### config.mk
export PLATFORM = sky130hd
export DESIGN_NAME = pipe_adder_flat
export DESIGN_NICKNAME = d
export VERILOG_FILES = /design/src/rtl/pipe_adder_if.sv /design/src/rtl/pipe_adder.sv /design/src/flat_wrapper.sv
export SDC_FILE = /design/constraint.sdc
export NUM_CORES = 1
export LEC_CHECK = 0
export CAP_MARGIN = 30
export CORE_AREA = 10 10 104 106
export DETAILED_ROUTE_END_ITERATION = 16
export DIE_AREA = 0 0 114 116
export PLACE_DENSITY = 0.82
export SETUP_SLACK_MARGIN = 0.3
export SLEW_MARGIN = 20
export SYNTH_ARGS = -nofsm -noshare
export SYNTH_HDL_FRONTEND = slang
export SYNTH_SLANG_ARGS = --single-unit
### constraint.sdc
create_clock -name clk -period 1.8 [get_ports clk]
set_input_delay 0.18 -clock clk [delete_from_list [all_inputs] [get_ports clk]]
set_output_delay 0.18 -clock clk [all_outputs]
set_load 0.02 [all_outputs]
### src/rtl/pipe_adder_if.sv
`default_nettype none
// ============================================================================
// Module   : pipe_adder_if
// Desc     : Operand/result handshake bundle for pipe_adder. The optional
//            `sub` lane exists only when ADDER_SUB_EN is defined.
// Revision : 1.0 - initial release
// ============================================================================
interface pipe_adder_if #(
  parameter int WIDTH = 16
);
  logic             in_valid;
  logic             in_ready;
  logic [WIDTH-1:0] addend_one;
  logic [WIDTH-1:0] addend_two;
  logic             carry_in;
`ifdef ADDER_SUB_EN
  logic             sub;
`endif
  logic             out_valid;
  logic             out_ready;
  logic [WIDTH-1:0] sum;
  logic             carry_out;
  logic             overflow;

  modport master (
    output in_valid, addend_one, addend_two, carry_in,
`ifdef ADDER_SUB_EN
    output sub,
`endif
    output out_ready,
    input  in_ready, out_valid, sum, carry_out, overflow
  );

  modport slave (
    input  in_valid, addend_one, addend_two, carry_in,
`ifdef ADDER_SUB_EN
    input  sub,
`endif
    input  out_ready,
    output in_ready, out_valid, sum, carry_out, overflow
  );
endinterface
`default_nettype wire

### src/rtl/pipe_adder.sv
`default_nettype none
// ============================================================================
// Module   : pipe_adder
// Desc     : WIDTH-bit adder pipelined CHUNK bits per stage, valid/ready on
//            both sides. Define ADDER_SUB_EN for per-beat subtraction.
// Revision : 1.0 - initial release
// ============================================================================
module pipe_adder #(
  parameter int WIDTH = 16,
  parameter int CHUNK = 4
) (
  input  logic        clk,
  input  logic        rst_n,
  pipe_adder_if.slave bus
);
  localparam int STAGES = WIDTH / CHUNK;
  localparam int LAST   = STAGES - 1;
  localparam int BTOT   = LAST * WIDTH - CHUNK * ((LAST * STAGES) / 2);
  localparam int BBITS  = (BTOT > 0) ? BTOT : 1;

  // Unconsumed B slices shrink by CHUNK per stage; they are packed back to back.
  function automatic int b_off(input int k);
    return (k - 1) * WIDTH - CHUNK * (((k - 1) * k) / 2);
  endfunction

  logic             advance;
  logic             valid_d [STAGES];
  logic             carry_d [STAGES];
  logic [WIDTH-1:0] x_d     [STAGES];
  logic             valid_q [STAGES];
  logic             carry_q [STAGES];
  logic [WIDTH-1:0] x_q     [STAGES];
  logic [BBITS-1:0] b_d;
  logic [BBITS-1:0] b_q;
  logic             ovf_d;
  logic             ovf_q;
`ifdef ADDER_SUB_EN
  logic             sub_d   [STAGES];
  logic             sub_q   [STAGES];
`endif

  assign advance      = !valid_q[LAST] || bus.out_ready;
  assign bus.in_ready = advance;

  for (genvar k = 0; k < STAGES; k++) begin : g_stage
    localparam int BW = WIDTH - k * CHUNK;
    logic [WIDTH-1:0] x_in;
    logic [BW-1:0]    b_in;
    logic             c_in;
    logic [CHUNK:0]   slice;

    if (k == 0) begin : g_in
      assign valid_d[k] = bus.in_valid;
      assign x_in       = bus.addend_one;
`ifdef ADDER_SUB_EN
      assign sub_d[k]   = bus.sub;
      assign b_in       = bus.sub ? ~bus.addend_two : bus.addend_two;
      assign c_in       = bus.carry_in ^ bus.sub;
`else
      assign b_in       = bus.addend_two;
      assign c_in       = bus.carry_in;
`endif
    end else begin : g_mid
      assign valid_d[k] = valid_q[k-1];
      assign x_in       = x_q[k-1];
      assign b_in       = b_q[b_off(k) +: BW];
      assign c_in       = carry_q[k-1];
`ifdef ADDER_SUB_EN
      assign sub_d[k]   = sub_q[k-1];
`endif
    end

    assign slice      = {1'b0, x_in[CHUNK-1:0]} + {1'b0, b_in[CHUNK-1:0]}
                      + {{CHUNK{1'b0}}, c_in};
    assign carry_d[k] = slice[CHUNK];

    // x carries A's pending slices low and finished sum slices high; one
    // rotation per stage leaves the sum in natural order after the last one.
    if (STAGES == 1) begin : g_one
      assign x_d[k] = slice[CHUNK-1:0];
    end else begin : g_rot
      assign x_d[k] = {slice[CHUNK-1:0], x_in[WIDTH-1:CHUNK]};
    end

    if (k < LAST) begin : g_fwd
      assign b_d[b_off(k+1) +: BW-CHUNK] = b_in[BW-1:CHUNK];
    end else begin : g_msb
      // Carry into the MSB is recovered as a ^ b ^ s at that bit.
      assign ovf_d = slice[CHUNK] ^ x_in[CHUNK-1] ^ b_in[CHUNK-1] ^ slice[CHUNK-1];
    end
  end

  always_ff @(posedge clk or negedge rst_n) begin
    if (!rst_n) begin
      for (int k = 0; k < STAGES; k++) begin
        valid_q[k] <= 1'b0;
        carry_q[k] <= 1'b0;
        x_q[k]     <= '0;
`ifdef ADDER_SUB_EN
        sub_q[k]   <= 1'b0;
`endif
      end
      ovf_q <= 1'b0;
    end else if (advance) begin
      for (int k = 0; k < STAGES; k++) begin
        valid_q[k] <= valid_d[k];
        carry_q[k] <= carry_d[k];
        x_q[k]     <= x_d[k];
`ifdef ADDER_SUB_EN
        sub_q[k]   <= sub_d[k];
`endif
      end
      ovf_q <= ovf_d;
    end
  end

  if (STAGES > 1) begin : g_bpipe
    always_ff @(posedge clk or negedge rst_n) begin
      if (!rst_n) begin
        b_q <= '0;
      end else if (advance) begin
        b_q <= b_d;
      end
    end
  end

  assign bus.out_valid = valid_q[LAST];
  assign bus.sum       = x_q[LAST];
  assign bus.overflow  = ovf_q;
`ifdef ADDER_SUB_EN
  // A subtraction reports borrow, the inverse of the raw adder carry.
  assign bus.carry_out = carry_q[LAST] ^ sub_q[LAST];
`else
  assign bus.carry_out = carry_q[LAST];
`endif

endmodule
`default_nettype wire
### src/flat_wrapper.sv
// flat-port wrapper written by rule: the top's interface ports become plain ports
module pipe_adder_flat 
#(
  parameter int WIDTH = 16,
  parameter int CHUNK = 4
)
  (clk, rst_n, bus_in_valid, bus_addend_one, bus_addend_two, bus_carry_in, bus_out_ready, bus_in_ready, bus_out_valid, bus_sum, bus_carry_out, bus_overflow);
  pipe_adder_if #(.WIDTH(WIDTH)) bus_i ();
  input  logic clk;
  input  logic rst_n;
  input wire logic [$bits(bus_i.in_valid)-1:0] bus_in_valid;
  input wire logic [$bits(bus_i.addend_one)-1:0] bus_addend_one;
  input wire logic [$bits(bus_i.addend_two)-1:0] bus_addend_two;
  input wire logic [$bits(bus_i.carry_in)-1:0] bus_carry_in;
  input wire logic [$bits(bus_i.out_ready)-1:0] bus_out_ready;
  output wire logic [$bits(bus_i.in_ready)-1:0] bus_in_ready;
  output wire logic [$bits(bus_i.out_valid)-1:0] bus_out_valid;
  output wire logic [$bits(bus_i.sum)-1:0] bus_sum;
  output wire logic [$bits(bus_i.carry_out)-1:0] bus_carry_out;
  output wire logic [$bits(bus_i.overflow)-1:0] bus_overflow;
  assign bus_i.in_valid = bus_in_valid;
  assign bus_i.addend_one = bus_addend_one;
  assign bus_i.addend_two = bus_addend_two;
  assign bus_i.carry_in = bus_carry_in;
  assign bus_i.out_ready = bus_out_ready;
  assign bus_in_ready = bus_i.in_ready;
  assign bus_out_valid = bus_i.out_valid;
  assign bus_sum = bus_i.sum;
  assign bus_carry_out = bus_i.carry_out;
  assign bus_overflow = bus_i.overflow;
  pipe_adder #(.WIDTH(WIDTH), .CHUNK(CHUNK)) u_core (.clk(clk), .rst_n(rst_n), .bus(bus_i));
endmodule
Word-level counts from Yosys, hierarchy flattened
Index checks and enable logic that the tools add are counted.
{ "word_totals": {"inputBits": 37, "out_inout_bits": 20, "register_bits": 97, "elab_cells": 27} }
{ "op_classes": {"n_addsub": 8, "bitwise": 3, "n_reduce_logical": 2} }
{ "op_table": {"columns": ["cell", "count"], "rows": [
  ["$add 4x4->5", 4],
  ["$add 5x1->5", 4],
  ["$xor 1x1->1", 3],
  ["$logic_not 1->1", 1],
  ["$logic_or 1x1->1", 1]
]} }

Longest topological paths before layout
{ "logic_depth": {"word_depth": 5, "mapped_depth": 8, "ltp_nobuf": 8} }

Worst setup path after synthesis
OpenSTA, ideal clock, no wires.
{ "synth_timing": {"path_kind": "reg2reg", "from": "reg u_core.x_q (netlist bit u_core.g_stage[3].x_in[0])", "to": "reg u_core.ovf_q (netlist: u_core.bus.overflow)", "n_path_buf": 0, "setup_ns": 0.121, "t_required_ns": 1.679, "synth_period_minus_slack_ns": 1.713, "setup_slack_ns": 0.087, "arrival_ns": 1.592, "path_stages_with_launch": 9, "cell_sequence": "dfrtp_1 > fa_1 > inv_1 > fa_1 > nand2b_1 > a21oi_2 > xnor2_1 > xnor2_1 > o21ai_1"} }
{ "synth_via": {"elab_chain_cells": 5} }
{ "synth_lines": {"columns": ["element", "line_no", "source"], "rows": [
  ["start: declaration", "pipe_adder.sv:32", "logic [WIDTH-1:0] x_q [STAGES];"],
  ["start signal: indexed assignment", "pipe_adder.sv:108", "x_q[k] <= x_d[k];"],
  ["$add 4x4->5 *", "pipe_adder.sv:73", "assign slice = {1'b0, x_in[CHUNK-1:0]} + {1'b0, b_in[CHUNK-1:0]}"],
  ["$add 5x1->5 *", "pipe_adder.sv:74", "+ {{CHUNK{1'b0}}, c_in};"],
  ["$xor 1x1->1 (2 in series)", "pipe_adder.sv:89", "assign ovf_d = slice[CHUNK] ^ x_in[CHUNK-1] ^ b_in[CHUNK-1] ^ slice[CHUNK-1];"],
  ["$xor 1x1->1 *", "pipe_adder.sv:89", null],
  ["end signal: assignment", "pipe_adder.sv:113", "ovf_q <= ovf_d;"],
  ["end: declaration", "pipe_adder.sv:36", "logic ovf_q;"]
]} }
Mark *: on every way between the ends. The rest lies on a longest branch, timed or not.
A chain may end at the register's enable or synchronous reset.

Worst setup path in the final report
{ "layout_timing": {"from": "reg u_core.b_q[20]", "to": "reg u_core.carry_q (netlist bit u_core.bus.carry_out)"} }
{ "layout_via": {"elab_chain_cells": 2} }
{ "layout_lines": {"columns": ["element", "line_no", "source"], "rows": [
  ["start: declaration", "pipe_adder.sv:34", "logic [BBITS-1:0] b_q;"],
  ["start signal: assignment", "pipe_adder.sv:120", "b_q <= '0;"],
  ["start signal: assignment", "pipe_adder.sv:122", "b_q <= b_d;"],
  ["$add 4x4->5", "pipe_adder.sv:73", null],
  ["$add 5x1->5", "pipe_adder.sv:74", null],
  ["end signal: indexed assignment", "pipe_adder.sv:107", "carry_q[k] <= carry_d[k];"],
  ["end: declaration", "pipe_adder.sv:31", "logic carry_q [STAGES];"]
]} }
Every way passes these cells.

==> results.json <==
{
  "synth.distinct_cells": 22,
  "place.gp.congestion": 0.7637,
  "drt_wl_total_um": 8770,
  "setup_tns_ns": 0,
  "yosys_warnings": 0,
  "power.density_nw_per_um2": 1711,
  "post-route-util": 0.6051,
  "path_class": "flop to flop",
  "dp_hpwl_um": 5915,
  "fmax_mhz": 556.4,
  "synthesis.area_um2": 4214,
  "clockBufferDepth": 2,
  "grt_pass1_vias": 3120,
  "design_area_um2": 5251,
  "cts_tree": "done",
  "synth_top_area_share": 0.5760,
  "antenna_found_initial": 0,
  "leakage_nw": 2.740,
  "dpl_cell_area_um2": 4896,
  "clk_latency_ns": 0.36,
  "pre_cts_ws_ns": -0.1684,
  "whs_ns": 0.2794,
  "r2r_start": "u_core.b_q[20]$_DFFE_PN0P_",
  "crit_fanout": 2,
  "grt_pass1_wl_um": 14540,
  "start_util": 0.4856,
  "end_kind": "flop",
  "tightest_slew_ns": 0.4312,
  "clock_sinks": 97,
  "syn_area_per_cell_um2": 9.323,
  "drt-pass1-iter-count": 4,
  "drive_gt1_frac": 0.1284,
  "hold_depth": 4,
  "portBuffers": 56,
  "yosys.area.top_type": "dfrtp_1",
  "peakVddDrop_mv": 0.6404,
  "grtUsageTotal": 0.1337,
  "setup_slack_ns": 0.002802,
  "num_rows": 34,
  "drv_slew": 0,
  "synth_area_leaders": "dfrtp_1 (58%), nand2_1 (21%), fa_1 (3.8%)",
  "synth_cells": 452,
  "vias_per_cell": 4.916,
  "first_iter_violations": 175,
  "synth_seq_area_share": 0.5760,
  "hold_viol_final": 0,
  "cts_htree_levels": 3,
  "nFillCells": 737,
  "min_period_ns": 1.797,
  "synth_fp_nets": 509,
  "hold_class": "input port to flop",
  "cp.arrival_ns": 2.05,
  "finClkSkew_ns": 0.01165,
  "die_area_um2": 13220,
  "die_height_um": 116,
  "rrSetupSlack_ns": 0.003,
  "diodes": 0,
  "setup_viol": 0,
  "drv_cap": 0,
  "wire_per_inst_um": 13.92,
  "grt_max_degree": 51,
  "synth-seq-cells": 97,
  "reg2regPathDepth": 7,
  "r2r_end": "u_core.bus.carry_out$_DFFE_PN0P_",
  "period_share": 0.9984,
  "dr_total_vias": 3097,
  "min_to": "u_core.g_stage[1].x_in[12]$_DFFE_PN0P_",
  "cts_buffers": 9,
  "cp-start-kind": "flop",
  "areaGrowthSynthToFinish_pct": 24.61,
  "grt-ovfl-total": 0,
  "seqCellArea_um2": 2427,
  "final_nets": 574,
  "status": "completed",
  "relSlewSlack": 0.7125,
  "cts_root_buf": "clkbuf_8",
  "required_ns": 2.05,
  "hold_start": "bus_addend_two[0]",
  "rsz0062_at_grt": "true",
  "ioPinCount": 57,
  "clk_pin_slew_ns": 0.10,
  "ant_nets": 0,
  "route.detailed.drc": 0,
  "multiInputGateArea_um2": 1680,
  "die_x_um": 114,
  "coreArea_um2": 8678
}
[cell usage in the layout (no fill, tap or decap), types with 3 or more instances in the layout]
cell and n:
a21o_1 5, a21oi_1 7, a21oi_2 7, buf_12 5, buf_4 11, clkbuf_8 11, clkdlybuf4s50_1 33, dfrtp_1 97
dlygate4sd2_1 19, fa_2 8, ha_1 12, inv_1 9, inv_2 5, nand2_1 237, nor2_1 13, o21ai_0 5
o21ai_1 7, xnor2_2 3, xor2_1 4
[through the flow]
stage / power, mW / instances
floorplan: 6.099 / 452
global placement: 7.059 / 604
detailed placement: 7.257 / 604
CTS: 8.682 / 623
global route: 9.715 / 630
finish: 8.984 / 630
[state kept, by name, indices dropped and copies added, names as in the netlist]
register and count:
u_core.bus.sum 16, u_core.bus.overflow 1, u_core.valid_d 3, u_core.bus.carry_out 1, u_core.g_stage.x_in 48, u_core.g_stage.c_in 3
u_core.b_q 24, u_core.bus.out_valid 1
[final cells by class]
class | instances | share of cell area
Clock buffer | 11 | 0.02883
Clock inverter | 5 | 0.007148
Multi-Input combinational cell | 320 | 0.3200
Inverter | 14 | 0.01001
Tap cell | 108 | 0.02573
Sequential cell | 97 | 0.4622
Timing Repair Buffer | 75 | 0.1461
[power breakdown]
part / internal, mW / total, mW / switching (mW)
combinational: 1.81 / 3.97 / 2.16
clock: 0.584 / 1.35 / 0.768
sequential: 3.13 / 3.66 / 0.534
total: 5.53 / 8.98 / 3.46
[repair_timing]
item / CTS / global route
endpoints found under the setup margin: 33 / 17
hold endpoints to repair: 30 / 0
setup buffers: 2 / 6
pin swaps: 6 / 18
hold buffers: 1 / 0
cloned: 0 / 1
gates resized for setup: 35 / 20
[cells by family after synthesis]
group           after synthesis  share of synthesized area
mux                           1                   0.002672
simple gates                256                     0.2328
flops                        97                     0.5760
compound gates               33                    0.04394
buf+inv                      35                    0.05018
xor+xnor                     10                    0.02078
fa+ha+maj                    20                    0.07363
[worst max-delay path: stages, from the launching register on]
cell      delay, ns
dfrtp_1        0.42
fa_2           0.41
inv_2          0.07
fa_2           0.21
nand2b_4       0.14
a21oi_4        0.06
buf_4          0.13
mux2_4         0.25
[per-layer routing]
metal,track usage,vias to the layer above,wire length (µm)
li1,-,1518,-
met1,0.1647,1479,3944
met2,0.2198,83,4279
met3,0.03721,17,400
met4,0.05013,0,146
met5,0,-,0
[Yosys cell counts]
cell type,number
a21o_1,5
a21oi_1,13
a21oi_2,2
buf_2,4
buf_4,2
buf_6,9
clkbuf_1,6
dfrtp_1,97
fa_1,8
ha_1,12
inv_1,13
inv_2,1
mux2_2,1
nand2_1,238
nand2b_1,2
nor2_1,13
nor2b_1,2
nor2b_4,1
o21ai_0,11
o21ai_1,2
xnor2_1,5
xor2_1,5
[how the worst max path moves through the flow]
stage / to / slack, ns / startpoint / depth (start not counted)
final: u_core.bus.carry_out$_DFFE_PN0P_ / 0.003 / u_core.b_q[20]$_DFFE_PN0P_ / 7
after detailed placement: u_core.g_stage[1].x_in[14]$_DFFE_PN0P_ / -0.17 / bus_carry_in / 6
after global placement: u_core.g_stage[1].x_in[14]$_DFFE_PN0P_ / -0.12 / bus_carry_in / 6
after CTS: u_core.bus.overflow$_DFFE_PN0P_ / 0.04 / u_core.b_q[20]$_DFFE_PN0P_ / 8
after floorplan: u_core.bus.overflow$_DFFE_PN0P_ / 0.12 / u_core.g_stage[3].x_in[0]$_DFFE_PN0P_ / 8
after global routing: u_core.bus.overflow$_DFFE_PN0P_ / -0.08 / u_core.b_q[20]$_DFFE_PN0P_ / 8
Power figures use the tool's default switching activity.
